<file path="config.mk">
export PLATFORM = sky130hd
export DESIGN_NAME = fifth_circuit_comparator
export DESIGN_NICKNAME = d
export VERILOG_FILES = /design/src/rtl/fifth_circuit_comparator.sv
export SDC_FILE = /design/constraint.sdc
export NUM_CORES = 1
export LEC_CHECK = 0
export CAP_MARGIN = 20
export CORE_AREA = 2 2 39 41
export DETAILED_ROUTE_END_ITERATION = 6
export DIE_AREA = 0 0 41 43
export SLEW_MARGIN = 20
export SYNTH_ARGS = -nofsm -noshare
export SYNTH_HDL_FRONTEND = slang
export SYNTH_SLANG_ARGS = --single-unit
</file>
<file path="constraint.sdc">
create_clock -name clk -period 0.8 [get_ports clk]
set_input_delay 0.16 -clock clk [delete_from_list [all_inputs] [get_ports clk]]
set_output_delay 0.16 -clock clk [all_outputs]
set_load 0.005 [all_outputs]
</file>
<file path="src/rtl/fifth_circuit_comparator.sv">
// Registered magnitude comparator: A={a0,a1,a2}, B={b0,b1,b2} (a0/b0 are MSBs).
// Exactly one of gt/eq/lt is set for each captured result, one cycle after in_valid.
module fifth_circuit_comparator #(
    parameter int WIDTH  = 3,
    parameter bit SIGNED = 1'b0
) (
    output logic gt,
    output logic eq,
    output logic lt,
    input  logic a0,
    input  logic a1,
    input  logic a2,
    input  logic b0,
    input  logic b1,
    input  logic b2,
    input  logic clk,
    input  logic rst,
    input  logic in_valid,
    output logic out_valid
);

    localparam int PINS = 3;

    logic [PINS-1:0]  a_pins;
    logic [PINS-1:0]  b_pins;
    logic [WIDTH-1:0] a_vec;
    logic [WIDTH-1:0] b_vec;
    logic [WIDTH-1:0] e_bit;
    logic [WIDTH-1:0] g_bit;
    logic [WIDTH-1:0] l_bit;
    logic [WIDTH-1:0] gt_term;
    logic [WIDTH-1:0] lt_term;
    logic [WIDTH:0]   eq_chain;

    logic gt_next, eq_next, lt_next;
    logic gt_reg, eq_reg, lt_reg, out_valid_reg;

    assign a_pins = {a0, a1, a2};
    assign b_pins = {b0, b1, b2};

    // Operands wider than the pins are extended (sign-extended when signed).
    generate
        for (genvar gi = 0; gi < WIDTH; gi++) begin : g_pack
            if (gi < PINS) begin : g_pin
                assign a_vec[gi] = a_pins[gi];
                assign b_vec[gi] = b_pins[gi];
            end else begin : g_ext
                assign a_vec[gi] = SIGNED ? a_pins[PINS-1] : 1'b0;
                assign b_vec[gi] = SIGNED ? b_pins[PINS-1] : 1'b0;
            end
        end
    endgenerate

    // MSB-first cascade: a bit decides only if every more significant bit matched.
    assign eq_chain[WIDTH] = 1'b1;
    generate
        for (genvar gi = WIDTH - 1; gi >= 0; gi--) begin : g_cascade
            assign e_bit[gi] = ~(a_vec[gi] ^ b_vec[gi]);
            if (SIGNED && (gi == WIDTH - 1)) begin : g_sign
                // A set sign bit means the operand is the smaller one.
                assign g_bit[gi] = ~a_vec[gi] & b_vec[gi];
                assign l_bit[gi] = a_vec[gi] & ~b_vec[gi];
            end else begin : g_mag
                assign g_bit[gi] = a_vec[gi] & ~b_vec[gi];
                assign l_bit[gi] = ~a_vec[gi] & b_vec[gi];
            end
            assign eq_chain[gi] = eq_chain[gi+1] & e_bit[gi];
            assign gt_term[gi]  = eq_chain[gi+1] & g_bit[gi];
            assign lt_term[gi]  = eq_chain[gi+1] & l_bit[gi];
        end
    endgenerate

    always_comb begin
        gt_next = |gt_term;
        lt_next = |lt_term;
        eq_next = eq_chain[0];
    end

    always_ff @(posedge clk or posedge rst) begin
        if (rst) begin
            gt_reg        <= 1'b0;
            eq_reg        <= 1'b0;
            lt_reg        <= 1'b0;
            out_valid_reg <= 1'b0;
        end else begin
            if (in_valid) begin
                gt_reg <= gt_next;
                eq_reg <= eq_next;
                lt_reg <= lt_next;
            end
            out_valid_reg <= in_valid;
        end
    end

    assign gt        = gt_reg;
    assign eq        = eq_reg;
    assign lt        = lt_reg;
    assign out_valid = out_valid_reg;

endmodule

</file>
==> results of run 1 <==
cells in the mapped netlist (all sizes together):
| master | n | area (sq um) |
|---|---|---|
| a21oi | 2 | 10.0 |
| dfrtp | 4 | 100 |
| ha | 6 | 75.1 |
| inv | 8 | 30.0 |
| mux2i | 2 | 20.0 |
| nand2 | 1 | 3.75 |
| nand4 | 1 | 6.26 |
| o21ai | 3 | 15.0 |
through the flow:
stage	TNS, ns	util	instances	worst slack, ns
floorplan	0	-	27	0.00255
global placement	-2.45	0.306	58	-0.537
detailed placement	-2.50	0.306	58	-0.550
CTS	-0.392	0.319	61	-0.101
global route	-0.529	0.331	63	-0.119
finish	-0.317	0.331	63	-0.0846
worst max-delay path by stage:
stage | start | end | slack (ns) | cells after the start
floorplan | a1 | gt$_DFFE_PP0P_ | 0.003 | 4
global placement | a1 | lt$_DFFE_PP0P_ | -0.54 | 5
detailed placement | a1 | lt$_DFFE_PP0P_ | -0.55 | 5
CTS | eq$_DFFE_PP0P_ | eq | -0.10 | 1
global route | eq$_DFFE_PP0P_ | eq | -0.12 | 1
finish | eq$_DFFE_PP0P_ | eq | -0.08 | 1
cells by family (layout without fill, tap and decap cells):
| logic type | after synthesis | in the layout | synth area share |
|---|---|---|---|
| and+or+nand+nor | 2 | 2 | 0.0385 |
| buffers and inverters | 8 | 28 | 0.115 |
| DFF | 4 | 4 | 0.385 |
| muxes | 2 | 2 | 0.0769 |
| AOI/OAI and AO/OA | 5 | 5 | 0.0961 |
| adders and majority gates | 6 | 6 | 0.288 |
worst reg2reg max path: stages, from the launching register on:
cell	delay, ns
dfrtp_1	0.37
buf_4	0.13
mux2i_1	0.11
o21ai_1	0.09
power groups by stage:
| stage | Sequential [W] | Clock (W) | Combinational (W) |
|---|---|---|---|
| 2_1_floorplan | 0.000239 | 0 | 0.0000514 |
| 3_3_place_gp | 0.000237 | 0 | 0.000170 |
| 3_5_place_dp | 0.000238 | 0 | 0.000173 |
| 4_1_cts | 0.000234 | 0.000262 | 0.000153 |
| 5_1_grt | 0.000236 | 0.000275 | 0.000195 |
| 6_report | 0.000234 | 0.000245 | 0.000170 |
timing repair:
action	4_1_cts	5_1_grt
setup buffers	0	2
hold endpoints to repair	0	0
resized for setup	27	7
pin swaps	4	1
endpoints found under the setup margin	7	7
cell type report:
class                   instances  area, sq um  share of cell area
clock buffers                   3         22.5              0.0492
multi-input cells              15          155               0.339
repair buffers                 17          130               0.284
well taps                      16         20.0              0.0437
inverters                       8         30.0              0.0656
flip-flops and latches          4          100               0.219
routing by layer:
| layer | GRT usage | share of wire | routed length [um] |
|---|---|---|---|
| met4 | 0.120 | 0.025 | 13 |
| met1 | 0.0903 | 0.40 | 211 |
| met3 | 0.0157 | 0.085 | 45 |
| met2 | 0.113 | 0.49 | 258 |
| met5 | 0 | 0 | 0 |
==> flow_metrics.env, run 1 <==
export IMPL_diodes=0
export IMPL_violations="negative setup slack"
export IMPL_critPathTopFamily="flip-flops"
export IMPL_r2r_start="lt$_DFFE_PP0P_"
export IMPL_ys_ff_latch=4
export IMPL_holdWs_ns=0.122
export IMPL_dr_pass1_iters=1
export IMPL_routed_wl_um=528
export IMPL_insertion_delay_ns=0.23
export IMPL_period_share=1.11
export IMPL_drv_cap=0
export IMPL_hold_viol=0
export IMPL_path_clk_slew_ns=0.04
export IMPL_ys_seq_area_frac=0.385
export IMPL_layout_commonest_cell="inv_1"
export IMPL_hpwlAfterDp_um=416
export IMPL_die_w_um=41
export IMPL_area_growth_pct=76.0
export IMPL_criticalPathCategory="reg -> out"
export IMPL_reg2regPathDepth=3
export IMPL_seqPwrFrac=0.361
export IMPL_drive_gt1_frac=0.362
export IMPL_slew_viol_final=0
export IMPL_place_area_sq_um=423
export IMPL_p_comb_frac=0.262
export IMPL_critPathSlowestCell="dfrtp_1"
export IMPL_syn_cell_area_sq_um=260
export IMPL_clock_fmax_mhz=1130
export IMPL_grt_antenna_before_repair=0
export IMPL_cp_cell_sequence="buf_2"
export IMPL_peakVddDrop_v=0.000365
export IMPL_worst_slew_pin_slew_ns=0.228
export IMPL_finalClockSkew_ns=0
export IMPL_path_buf_inv=1
export IMPL_cts_htree_levels=1
export IMPL_nNetsFinal=64
export IMPL_clkPwrFrac=0.378
export IMPL_viasPerCell=4.00
export IMPL_gp_congestion=0.632
export IMPL_grt_pass1_vias=245
export IMPL_synthesis_nets=42
export IMPL_grt_overflow_total=0
export IMPL_first_iter_violations=0
export IMPL_n_fill_cell=159
export IMPL_avgSynthCellArea_sq_um=9.64
export IMPL_remaining_drc_errors=0
export IMPL_via_count=252
export IMPL_hold_class="in -> async"
export IMPL_coreArea_sq_um=1380
export IMPL_slowest_delay_ns=0.37
export IMPL_setup_slack_ns=-0.0846
export IMPL_rrSetupSlack_ns=-0.02
export IMPL_arrival_ns=0.72
export IMPL_relSlewSlack=0.848
export IMPL_grt_pass1_wl_um=910
export IMPL_numCtsBuffers=3
export IMPL_swShare=0.241
export IMPL_die_y_um=43
export IMPL_clock_root_buffer="clkbuf_4"
export IMPL_crit_required_ns=0.64
export IMPL_power_density_nw_per_um2=1420
export IMPL_fin_crit_ns=0.885
export IMPL_final_antenna_net_count=0
export IMPL_ioPinCount=13
export IMPL_setup_violations=5
export IMPL_cts_tree="built"
export IMPL_grt_max_degree=6
export IMPL_cts_hold_buf=0
export IMPL_p_switching_w=0.000156
export IMPL_grt_use_total=0.0854
export IMPL_rsz0062_at_grt="true"
export IMPL_total_power_w=0.000649
export IMPL_outcome="finished, violations left"
export IMPL_synthCells=27
export IMPL_dieArea_sq_um=1760
export IMPL_cts_sinks=4
export IMPL_p_leak_nw=0.247
export IMPL_wl_per_cell_um=8.38
export IMPL_end_kind="output pin"
export IMPL_ys_warn_count=0
export IMPL_layout_common_cells="6 x inv_1, 5 x buf_4"
export IMPL_finalInstanceArea_sq_um=458
export IMPL_start_util=0.188
export IMPL_worst_setup_path_start_kind="flop"
export IMPL_r2r_end="lt$_DFFE_PP0P_"
export IMPL_port_buffers=12
export IMPL_synth_distinct_cells=9
export IMPL_critPathMaxFanout=2
export IMPL_p_int_w=0.000493
export IMPL_cts_buffer_depth=2
export IMPL_fp_row_count=14
(Power assumes the default switching activity.)
==> run 2, diff against run 1 <==
Settings changed: MAX_ROUTING_LAYER from default to met4.
==> results of run 2 <==
The final DEF is identical to that of run 1; final timing and power are the same.
Among the figures that moved: final weighted congestion in routability-driven placement 0.632 -> 0.637; overall routing resource usage 0.0854 -> 0.0875
